`config.mk`:
```
export PLATFORM = sky130hd
export DESIGN_NAME = ffdiv_serial
export DESIGN_NICKNAME = d
export VERILOG_FILES = /design/src/rtl/ffdiv_serial.sv
export SDC_FILE = /design/constraint.sdc
export NUM_CORES = 1
export LEC_CHECK = 0
export CORE_ASPECT_RATIO = 0.9
export CORE_MARGIN = 2
export CORE_UTILIZATION = 35
export CTS_CLUSTER_SIZE = 20
export DETAILED_ROUTE_END_ITERATION = 8
export PLACE_DENSITY = 0.84
export REMOVE_ABC_BUFFERS = 1
export SETUP_SLACK_MARGIN = 0.5
export SYNTH_ARGS = -nofsm -noshare
export SYNTH_HDL_FRONTEND = slang
export SYNTH_SLANG_ARGS = --single-unit
```
`constraint.sdc`:
```
create_clock -name clk -period 4.85 [get_ports clk]
set_input_delay 0.97 -clock clk [delete_from_list [all_inputs] [get_ports clk]]
set_output_delay 0.97 -clock clk [all_outputs]
set_load 0.05 [all_outputs]
```
`src/rtl/ffdiv_serial.sv`:
```
// ffdiv_serial: bit-serial GF(2^WIDTH) divider, result = a * finv(b).
// The divisor is sent to an external inverse LUT (lut_in/lut_out) and the
// returned inverse is multiplied by a, one bit per cycle, MSB first, mod POLY.
// Optional feature macro: FFDIV_ZERO_SKIP_EN - when defined, an op whose
// dividend or looked-up inverse is zero bypasses the multiply loop.
module ffdiv_serial #(
  parameter int             WIDTH = 8,
  parameter logic [WIDTH:0] POLY  = 9'h11B
) (
  input  logic        clk,
  input  logic        rst,
  input  logic        flush,
  input  logic        in_valid,
  output logic        in_ready,
  input  logic [31:0] a_in,
  input  logic [31:0] b_in,
  output logic [31:0] lut_in,
  input  logic [31:0] lut_out,
  output logic        out_valid,
  input  logic        out_ready,
  output logic [31:0] result,
  output logic        div_zero
);

  localparam int CW = (WIDTH > 1) ? $clog2(WIDTH) : 1;

  typedef enum logic [1:0] {
    IDLE = 2'd0,
    MUL  = 2'd1,
    DONE = 2'd2
  } state_t;

  state_t           state;
  state_t           state_next;
  logic [WIDTH-1:0] a_reg;
  logic [WIDTH-1:0] inv_reg;
  logic [WIDTH-1:0] acc;
  logic [WIDTH-1:0] acc_step;
  logic [CW-1:0]    cnt;
  logic             dz_reg;
  logic             b_is_zero;
  logic             skip_mul;
  logic             unused_bits;

  // Operand bits above the field degree are ignored on every input bus.
  assign unused_bits = ^{a_in[31:WIDTH], b_in[31:WIDTH], lut_out[31:WIDTH]};

  // The LUT sees the divisor at all times; it is only sampled on accept.
  assign lut_in    = 32'(b_in[WIDTH-1:0]);
  assign b_is_zero = (b_in[WIDTH-1:0] == '0);

`ifdef FFDIV_ZERO_SKIP_EN
  // A zero dividend or zero inverse gives a zero product, so skip the loop.
  assign skip_mul = (a_in[WIDTH-1:0] == '0) || (lut_out[WIDTH-1:0] == '0);
`else
  assign skip_mul = 1'b0;
`endif

  // One shift-and-reduce step: double acc in the field, then add a if the
  // current inverse bit is set.
  always_comb begin
    acc_step = {acc[WIDTH-2:0], 1'b0};
    if (acc[WIDTH-1]) begin
      acc_step = acc_step ^ POLY[WIDTH-1:0];
    end
    if (inv_reg[cnt]) begin
      acc_step = acc_step ^ a_reg;
    end
  end

  // State register.
  always_ff @(posedge clk or posedge rst) begin
    if (rst) begin
      state <= IDLE;
    end else begin
      state <= state_next;
    end
  end

  // Next-state logic; flush beats everything, including a pending accept.
  always_comb begin
    state_next = state;
    if (flush) begin
      state_next = IDLE;
    end else begin
      case (state)
        IDLE: begin
          if (in_valid) begin
            if (b_is_zero || skip_mul) begin
              state_next = DONE;
            end else begin
              state_next = MUL;
            end
          end
        end
        MUL: begin
          if (cnt == '0) begin
            state_next = DONE;
          end
        end
        DONE: begin
          if (out_ready) begin
            state_next = IDLE;
          end
        end
        default: state_next = IDLE;
      endcase
    end
  end

  // Datapath: capture operands on accept, then iterate the multiply.
  always_ff @(posedge clk or posedge rst) begin
    if (rst) begin
      a_reg   <= '0;
      inv_reg <= '0;
      acc     <= '0;
      cnt     <= '0;
      dz_reg  <= 1'b0;
    end else if (!flush) begin
      case (state)
        IDLE: begin
          if (in_valid) begin
            a_reg   <= a_in[WIDTH-1:0];
            inv_reg <= lut_out[WIDTH-1:0];
            acc     <= '0;
            cnt     <= CW'(WIDTH - 1);
            dz_reg  <= b_is_zero;
          end
        end
        MUL: begin
          acc <= acc_step;
          cnt <= cnt - 1'b1;
        end
        default: begin
        end
      endcase
    end
  end

  // Outputs come straight from registered state; result/div_zero are zero
  // whenever no result is being offered.
  assign in_ready  = (state == IDLE);
  assign out_valid = (state == DONE);
  assign result    = out_valid ? 32'(acc) : 32'd0;
  assign div_zero  = out_valid & dz_reg;

endmodule

```
==> summary.txt, run 1 <==
Critical path launch point: state[1]
Yosys warns: 0
Cts hold-fix bufs: 0
Router iterations before antenna repair: 4
Worst EP arrival: 2.34 ns
Crit end category: output pin
Clock transition at path regs: 0.06 ns
Setup Viol. Count Final: 0
RSZ-0062 raised after global routing: no
Routed Wire Length: 3620 um
Cell accounting for the most synthesized area: dfrtp_1
GRT overflow: 0
Via count: 1368
Status: complete, no violations
Global-route met3 utilization: 3.95%
DRC Markers: 0
Post-Syn Area: 1970 sq um
Global routing's busiest layer: met2
Adder-cell area share of the yosys netlist: 1.27%
Total power: 1.14 mW
Detailed Route Iter0 Violations: 100
Diodes inserted: 0
Commonest cells after routing, fill and taps aside: conb_1, clkdlybuf4s50_1, dfrtp_1
Final ANT Viol Nets: 0
Worst setup endpoint: result[4]
Top-level I/O count: 168
Clock latency on the worst-skew pair: 0.28 ns
Setup TNS: 0 ns
Initial Util: 36.8%
Fmax: 302 MHz
Crit-path slowest cell: clkdlybuf4s50_1
Die Span Y: 75.2 um
R2R depth: 2
Worst min-delay path class: reg -> reg
Mapped Cells: 196
Flop and latch count out of synthesis: 30
Initial antenna violation count: 0
Met1 usage: 15.1%
First-pass GRT wire length: 5950 um
Final HPWL DP: 2690 um
Least-Margin Pin Slew: 1.12 ns
Max-slew headroom: 25.3%
Fin crit period: 3.31 ns
Total Nets Final: 336
Worst Path Required: 3.88 ns
Wire per inst: 12.0 um
# Max-Cap Violations: 0
Post-synthesis simple-gate area fraction: 11.9%
FF-to-FF Start: state[0]
Max rail drop VDD: 0.202 mV
Vias/cell: 4.54
Row cnt: 25
Post CTS Setup Buffer Count: 0
Final Hold Fails: 0
CTS tree: built
Total track usage: 12.1%
Post-synthesis cell type count: 33
Die area: 6250 sq um
Register area share after synthesis: 38.1%
Pwr dens: 486 nW/um^2
Layout cells sized above 1: 9.40%
Mux share of post-synthesis cell area: 10.8%
Crit-path max cell delay: 0.82 ns
Core footprint: 5350 sq um
Sink Count: 30
Post-CTS sizing: 0
CTS root buffer: clkbuf_8
XOR/XNOR Fraction of Synth Area: 1.78%
Vias in the first global route: 1223
Die width: 83.1 um
Final Max Slew Viols: 0
Area growth syn-to-layout: 19.4%
Critical Path Source Type: flip-flop
Largest family of logic cells by synthesized area: buffers and inverters
Setup CP Type: reg -> out
Synth Area in Compound Gates: 11.0%
Commonest non-fill, non-tap cell in the layout: conb_1
H-tree lvl count: 2
RR Endpoint: inv_reg[6]
Tcrit/Tclk final: 68.3%
Clock buffer depth: 2
Synth area leaders: dfrtp_1, buf_4, mux2_2
Avg Cell Area, Syn: 10.1 sq um
Worst path cell trace: nor2b_1 > and2_1 > clkdlybuf4s50_1
RD Place Congestion: 0.758
CTS Buf Count: 5
Lkg Pwr: 1.05 nW
Max FO, Critical Path: 11
R2R Setup Slk: 2.84 ns
Top cell type's share of synthesized area: 38.1%
Largest net degree at the start of global routing: 31
Clk_skew: 0.00608 ns
I/O Buffers: 47
M2 GR Usage: 19.9%
## metrics by stage
step	hold slack (ns)	cell area, sq um	utilization (%)	setup slack, ns	cells
2_1_floorplan	0.462	1690	-	1.94	178
3_3_place_gp	0.484	2260	42.3	1.62	293
6_report	0.503	2350	44.0	1.54	301
3_5_place_dp	0.492	2260	42.3	1.61	293
5_1_grt	0.533	2350	44.0	1.34	301
4_1_cts	0.511	2350	44.0	1.47	301
## worst max-delay path: cells and delay by family, from the launching register on
kind / cells / cell delay, ns
buffers and inverters: 1 / 0.82
DFF: 1 / 0.50
and+or+nand+nor: 2 / 0.74
## Yosys cell counts
cell type and number:
a21boi_0 1, a21o_1 3, a21oi_1 1, a22oi_1 1, a32o_1 3, a32oi_1 5
and2_1 10, buf_1 1, buf_2 2, buf_4 56, clkbuf_1 6, conb_1 1
dfrtp_1 30, ha_1 2, inv_1 9, mux2_2 12, mux2_4 1, mux2i_1 1
mux4_1 2, nand2_1 10, nand2b_1 4, nand3_1 3, nand4b_1 5, nor2_1 3
nor2b_1 2, nor4_1 2, nor4b_2 1, o211ai_1 6, o21ai_0 5, o21ai_1 1
o22ai_1 1, o32a_1 2, xor2_1 4
## cell families (layout without fill, tap and decap cells)
group | Yosys count | count (layout)
other | 1 | 48
adder cells (fa/ha/maj) | 2 | 2
flip-flops | 30 | 30
buffers and inverters | 74 | 65
AND/OR/NAND/NOR | 40 | 40
multiplexers | 16 | 16
AO/OA/AOI/OAI | 29 | 29
XOR/XNOR | 4 | 4
## per-layer routing
| layer | wire, um | part of all wire [%] |
|---|---|---|
| met1 | 1560 | 43 |
| met3 | 339 | 9.4 |
| met5 | 0 | 0 |
| met4 | 36 | 0.99 |
| met2 | 1680 | 46 |
## report_power, final
group / switching (mW) / leakage (nW) / internal, mW / total, mW
sequential: 0.0920 / 0.366 / 0.354 / 0.446
clock: 0.0936 / 0.0482 / 0.114 / 0.208
combinational: 0.284 / 0.634 / 0.204 / 0.488
## worst min-delay path by stage
stage | slack (ns) | from | endpoint | depth (start not counted)
floorplan | 0.46 | dz_reg | dz_reg | 1
global placement | 0.48 | inv_reg[6] | inv_reg[6] | 1
detailed placement | 0.49 | inv_reg[4] | inv_reg[4] | 1
CTS | 0.51 | inv_reg[7] | inv_reg[7] | 1
global route | 0.53 | inv_reg[3] | inv_reg[3] | 1
finish | 0.50 | inv_reg[1] | inv_reg[1] | 1
## layout make-up
cell class                 instances  area (sq um)
tap                               67          83.8
clock inverter                     1          5.00
fill                             496          3000
inverter                           9          33.8
multi-input combinational        139           915
sequential                        30           751
clock buffer                       7          86.3
timing repair buffer              48           478
(Power assumes the default switching activity.)
==> run 2, diff against run 1 <==
--- a/config.mk
+++ b/config.mk
@@ -7,10 +7,10 @@
 export LEC_CHECK = 0
 export CORE_ASPECT_RATIO = 0.9
 export CORE_MARGIN = 2
-export CORE_UTILIZATION = 35
+export CORE_UTILIZATION = 32
 export CTS_CLUSTER_SIZE = 20
 export DETAILED_ROUTE_END_ITERATION = 8
-export PLACE_DENSITY = 0.84
+export PLACE_DENSITY = 0.78
 export REMOVE_ABC_BUFFERS = 1
 export SETUP_SLACK_MARGIN = 0.5
 export SYNTH_ARGS = -nofsm -noshare
==> constraint.sdc (replaced) <==
create_clock -name clk -period 3.1 [get_ports clk]
set_input_delay 0.62 -clock clk [delete_from_list [all_inputs] [get_ports clk]]
set_output_delay 0.62 -clock clk [all_outputs]
set_load 0.05 [all_outputs]
==> run 2 against run 1 <==
Register-to-register slack got worse by 1.6 ns. Power up 62%. Die area up 8.9%. Worst hold slack worse by 0.013 ns. Combinational power up 57%. Final cell count rose by 2.3%. Sequential cell count stayed put. Setup slack worse by 0.98 ns. First-iteration DRC count fell by 50%. Clock skew about the same. Largest power group unchanged.
==> summary.txt, run 2 (same netlist as run 1, synthesis figures left out) <==
Initial Util: 32.6%
Total power: 1.85 mW
Final Hold Fails: 0
Hold_ws: 0.490 ns
Total track usage: 10.9%
Layout cells sized above 1: 10.6%
Router iterations before antenna repair: 4
Sink Count: 30
Top-level I/O count: 168
Vias/cell: 4.40
Via count: 1354
Setup CP Type: in -> out
Final Max Slew Viols: 0
Core footprint: 6050 sq um
Tcrit/Tclk final: 81.9%
Clk_skew: 0.00656 ns
Diodes inserted: 0
Status: complete, no violations
Detailed Route Iter0 Violations: 50
Initial antenna violation count: 0
Top delay family on crit path: buffers and inverters
RSZ-0062 raised after global routing: no
DRC Markers: 0
Max rail drop VDD: 0.419 mV
Crit-path slowest cell: clkdlybuf4s50_1
Area growth syn-to-layout: 20.9%
First-pass GRT wire length: 5630 um
Post CTS Setup Buffer Count: 0
I/O Buffers: 47
CTS tree: built
Setup Viol. Count Final: 0
Die Span Y: 78.4 um
Fin crit period: 2.54 ns
CTS root buffer: clkbuf_8
RD Place Congestion: 0.722
Critical Path Source Type: primary input
Max FO, Critical Path: 2
Least-Margin Pin Slew: 0.839 ns
Clock buffer depth: 2
Worst path cell trace: clkdlybuf4s50_1 > clkdlybuf4s50_1
Commonest non-fill, non-tap cell in the layout: conb_1
Largest net degree at the start of global routing: 31
Vias in the first global route: 1186
Commonest cells after routing, fill and taps aside: conb_1, clkdlybuf4s50_1, dfrtp_1
Total Nets Final: 338
Die area: 6800 sq um
Fmax: 394 MHz
H-tree lvl count: 2
DP Area: 2280 sq um
Routed Wire Length: 3610 um
Crit end category: output pin
Final instance area: 2380 sq um
Worst setup margin: 0.562 ns
GRT overflow: 0
Row cnt: 27
Die width: 86.7 um
Clock latency on the worst-skew pair: 0.28 ns
CP bufs+invs: 2
Wire per inst: 11.7 um
Clock transition at path regs: 0.07 ns
Crit-path max cell delay: 0.81 ns
Most frequent CP cell: clkdlybuf4s50_1
Final HPWL DP: 2650 um
Lkg Pwr: 1.11 nW
Worst Path Required: 2.48 ns
Worst min-delay path class: reg -> reg
Worst EP arrival: 1.92 ns
Max-slew headroom: 43.7%
# Max-Cap Violations: 0
Final ANT Viol Nets: 0
Setup WS pre-CTS: 0.549 ns
CTS Buf Count: 5
Pwr dens: 776 nW/um^2
Setup TNS: 0 ns
==> run 2: cell types whose count changed in the layout (fill, tap and decap cells not counted), sizes merged <==
| cell | change |
|---|---|
| clkdlybuf4s50 | -10 |
| clkdlybuf4s15 | +3 |
| clkinv | +1 |
| buf | +2 |
| dlygate4sd2 | +7 |
| bufinv | +1 |
| clkbuf | -2 |
==> run 2: where the power goes <==
part / internal (mW) / switching (mW)
clock network: 0.236 / 0.152
logic: 0.317 / 0.451
registers: 0.553 / 0.138
total: 1.11 / 0.742
==> run 2: final cells by class <==
cell class	instances	area, sq um
Clock buffer	5	68.8
Clock inverter	3	40.0
Fill cell	569	3660
Inverter	9	33.8
Multi-Input combinational cell	139	915
Sequential cell	30	751
Tap cell	72	90.1
Timing Repair Buffer	50	484
==> run 2: stage by stage <==
step	std cells	util (%)
after floorplan	178	-
after global placement	300	37.7
after detailed placement	300	37.7
after CTS	308	39.3
after global routing	308	39.4
final	308	39.4
==> run 2: worst paths after layout <==
kind / cells after the start / start / slack [ns] / end
worst min register to register: 1 / dz_reg / 0.49 / dz_reg
worst max register to register: 4 / cnt[0] / 1.21 / acc[4]
max in group asynchronous: 3 / rst / 2.12 / acc[1]
worst max-delay path: 2 / b_in[1] / 0.56 / lut_in[1]
min in group asynchronous: 3 / rst / 0.70 / cnt[0]
worst min-delay path: 1 / dz_reg / 0.49 / dz_reg
==> run 2: routing by layer <==
metal  wire [um]  global-route usage, %  vias to the layer above
met2        1690                   17.5                       84
met5           0                      0                        -
met1        1570                   12.9                      616
met3         307                   4.31                        4
li1            -                      -                      650
met4          48                   4.22                        0
==> run 2: repair_timing <==
item / in CTS / in global routing
endpoints found under the setup margin: 10 / 3
hold buffers: 0 / 0
pin swaps: 0 / 0
resized for setup: 10 / 3
==> run 3, diff against run 2 <==
--- a/config.mk
+++ b/config.mk
@@ -7,10 +7,10 @@
 export LEC_CHECK = 0
 export CORE_ASPECT_RATIO = 0.9
 export CORE_MARGIN = 2
-export CORE_UTILIZATION = 32
+export CORE_UTILIZATION = 29
 export CTS_CLUSTER_SIZE = 20
 export DETAILED_ROUTE_END_ITERATION = 8
-export PLACE_DENSITY = 0.78
+export PLACE_DENSITY = 0.74
 export REMOVE_ABC_BUFFERS = 1
 export SETUP_SLACK_MARGIN = 0.5
 export SYNTH_ARGS = -nofsm -noshare
==> constraint.sdc (replaced) <==
create_clock -name clk -period 2.1 [get_ports clk]
set_input_delay 0.42 -clock clk [delete_from_list [all_inputs] [get_ports clk]]
set_output_delay 0.42 -clock clk [all_outputs]
set_load 0.05 [all_outputs]
==> run 3 against run 2 <==
Critical path depth increased by 2. Core utilization is 4.9 points higher. Non-clock buffer count grew 18.
==> summary.txt, run 3 (same netlist as run 1, synthesis figures left out) <==
Setup CP Type: reg -> reg
First-pass GRT wire length: 6900 um
Vias/cell: 4.33
Final HPWL DP: 2950 um
GRT overflow: 0
Final ANT Viol Nets: 0
Core footprint: 6590 sq um
DRC Markers: 0
Final core occ: 44.3%
CTS Buf Count: 5
Layout cells sized above 1: 33.5%
Commonest cells after routing, fill and taps aside: conb_1, dfrtp_1, clkdlybuf4s50_1
Lkg Pwr: 1.33 nW
CTS root buffer: clkbuf_8
Initial Util: 29.9%
Max FO, Critical Path: 6
Clock latency on the worst-skew pair: 0.28 ns
Total track usage: 11.8%
Worst min-delay path class: in -> async
Final Max Slew Viols: 0
Worst Path Required: 2.27 ns
Critical Path Source Type: flip-flop
Final Hold Fails: 0
Detailed Route Iter0 Violations: 51
Via count: 1491
I/O Buffers: 47
Crit-path max cell delay: 0.50 ns
# Max-Cap Violations: 0
Routed Wire Length: 4470 um
Commonest non-fill, non-tap cell in the layout: conb_1
Hold_ws: 0.504 ns
Finished Layout Cells: 344
Tcrit/Tclk final: 83.3%
Total Nets Final: 356
Setup TNS: 0 ns
Vias in the first global route: 1415
Worst EP arrival: 1.92 ns
CTS tree: built
Pwr dens: 1110 nW/um^2
Area growth syn-to-layout: 48.1%
H-tree lvl count: 2
Top-level I/O count: 168
Worst path cell trace: mux4_2 > mux2_4 > a21o_1 > a32o_1
RD Place Congestion: 0.723
Setup Viol. Count Final: 0
Fmax: 571 MHz
Largest net degree at the start of global routing: 31
Crit-path slowest cell: mux4_2
Row cnt: 28
Die area: 7470 sq um
Die Span Y: 82.2 um
Clock buffer depth: 2
Wire per inst: 13.0 um
CP bufs+invs: 0
Max rail drop VDD: 0.542 mV
Fin crit period: 1.75 ns
Crit end category: flip-flop
Top delay family on crit path: multiplexers
Cell count after placement: 320
Clock transition at path regs: 0.07 ns
Status: complete, no violations
Die width: 90.9 um
Diodes inserted: 0
Clk_skew: 0.00666 ns
RSZ-0062 raised after global routing: yes
Router iterations before antenna repair: 4
Initial antenna violation count: 0
Sink Count: 30
-- run 3: cell types whose count changed in the layout (fill, tap and decap cells not counted), sizes merged --
cell / change
buf: +37
dlygate4sd2: -5
clkdlybuf4s50: -11
clkdlybuf4s15: -3
-- run 3: worst register-to-register path, delay by kind of cell, from the launching register on --
kind / cells / cell delay (ns)
flip-flops: 1 / 0.41
AO/OA/AOI/OAI: 2 / 0.40
multiplexers: 2 / 0.83
-- run 3: final cells by class --
class | instances | area (sq um)
Multi-Input combinational cell | 139 | 1010
Clock buffer | 5 | 68.8
Fill cell | 603 | 3670
Inverter | 9 | 33.8
Timing Repair Buffer | 68 | 898
Sequential cell | 30 | 754
Clock inverter | 3 | 40.0
Tap cell | 90 | 113
-- run 3: metrics by stage --
step / power [mW] / cell area, sq um / setup slack, ns
detailed placement: 2.27 / 2520 / 0.0583
CTS: 3.12 / 2830 / 0.344
floorplan: 1.84 / 1690 / -0.262
global placement: 2.21 / 2520 / 0.142
finish: 3.24 / 2920 / 0.350
global route: 3.45 / 2920 / 0.300
-- run 3: final timing paths --
path	startpoint	to	slack (ns)	cells past startpoint
max in group asynchronous	rst	state[1]	1.28	3
max reg2reg	cnt[0]	acc[3]	0.35	4
min	rst	inv_reg[7]	0.50	3
min reg2reg	dz_reg	dz_reg	0.51	1
max	cnt[0]	acc[3]	0.35	4
min in group clk	dz_reg	dz_reg	0.51	1
-- run 3: where the power goes --
part / total (mW) / internal, mW / switching, mW
registers: 1.03 / 0.821 / 0.212
clock network: 0.573 / 0.349 / 0.224
logic: 1.64 / 0.823 / 0.815
total: 3.24 / 1.99 / 1.25
-- run 3: timing repair --
item,in CTS,in global routing
endpoints found under the hold margin,0,0
hold buffers,0,0
gates cloned,1,0
pin swaps,9,5
resized for setup,27,24
buffers inserted,13,2
endpoints found under the setup margin,28,37
-- run 3: routing by layer --
layer / GRT usage (%) / vias up / part of all wire, %
li1: - / 689 / -
met5: 0 / - / 0
met1: 13.9 / 715 / 43
met4: 3.79 / 0 / 1.0
met2: 21.6 / 79 / 49
met3: 2.99 / 8 / 6.4
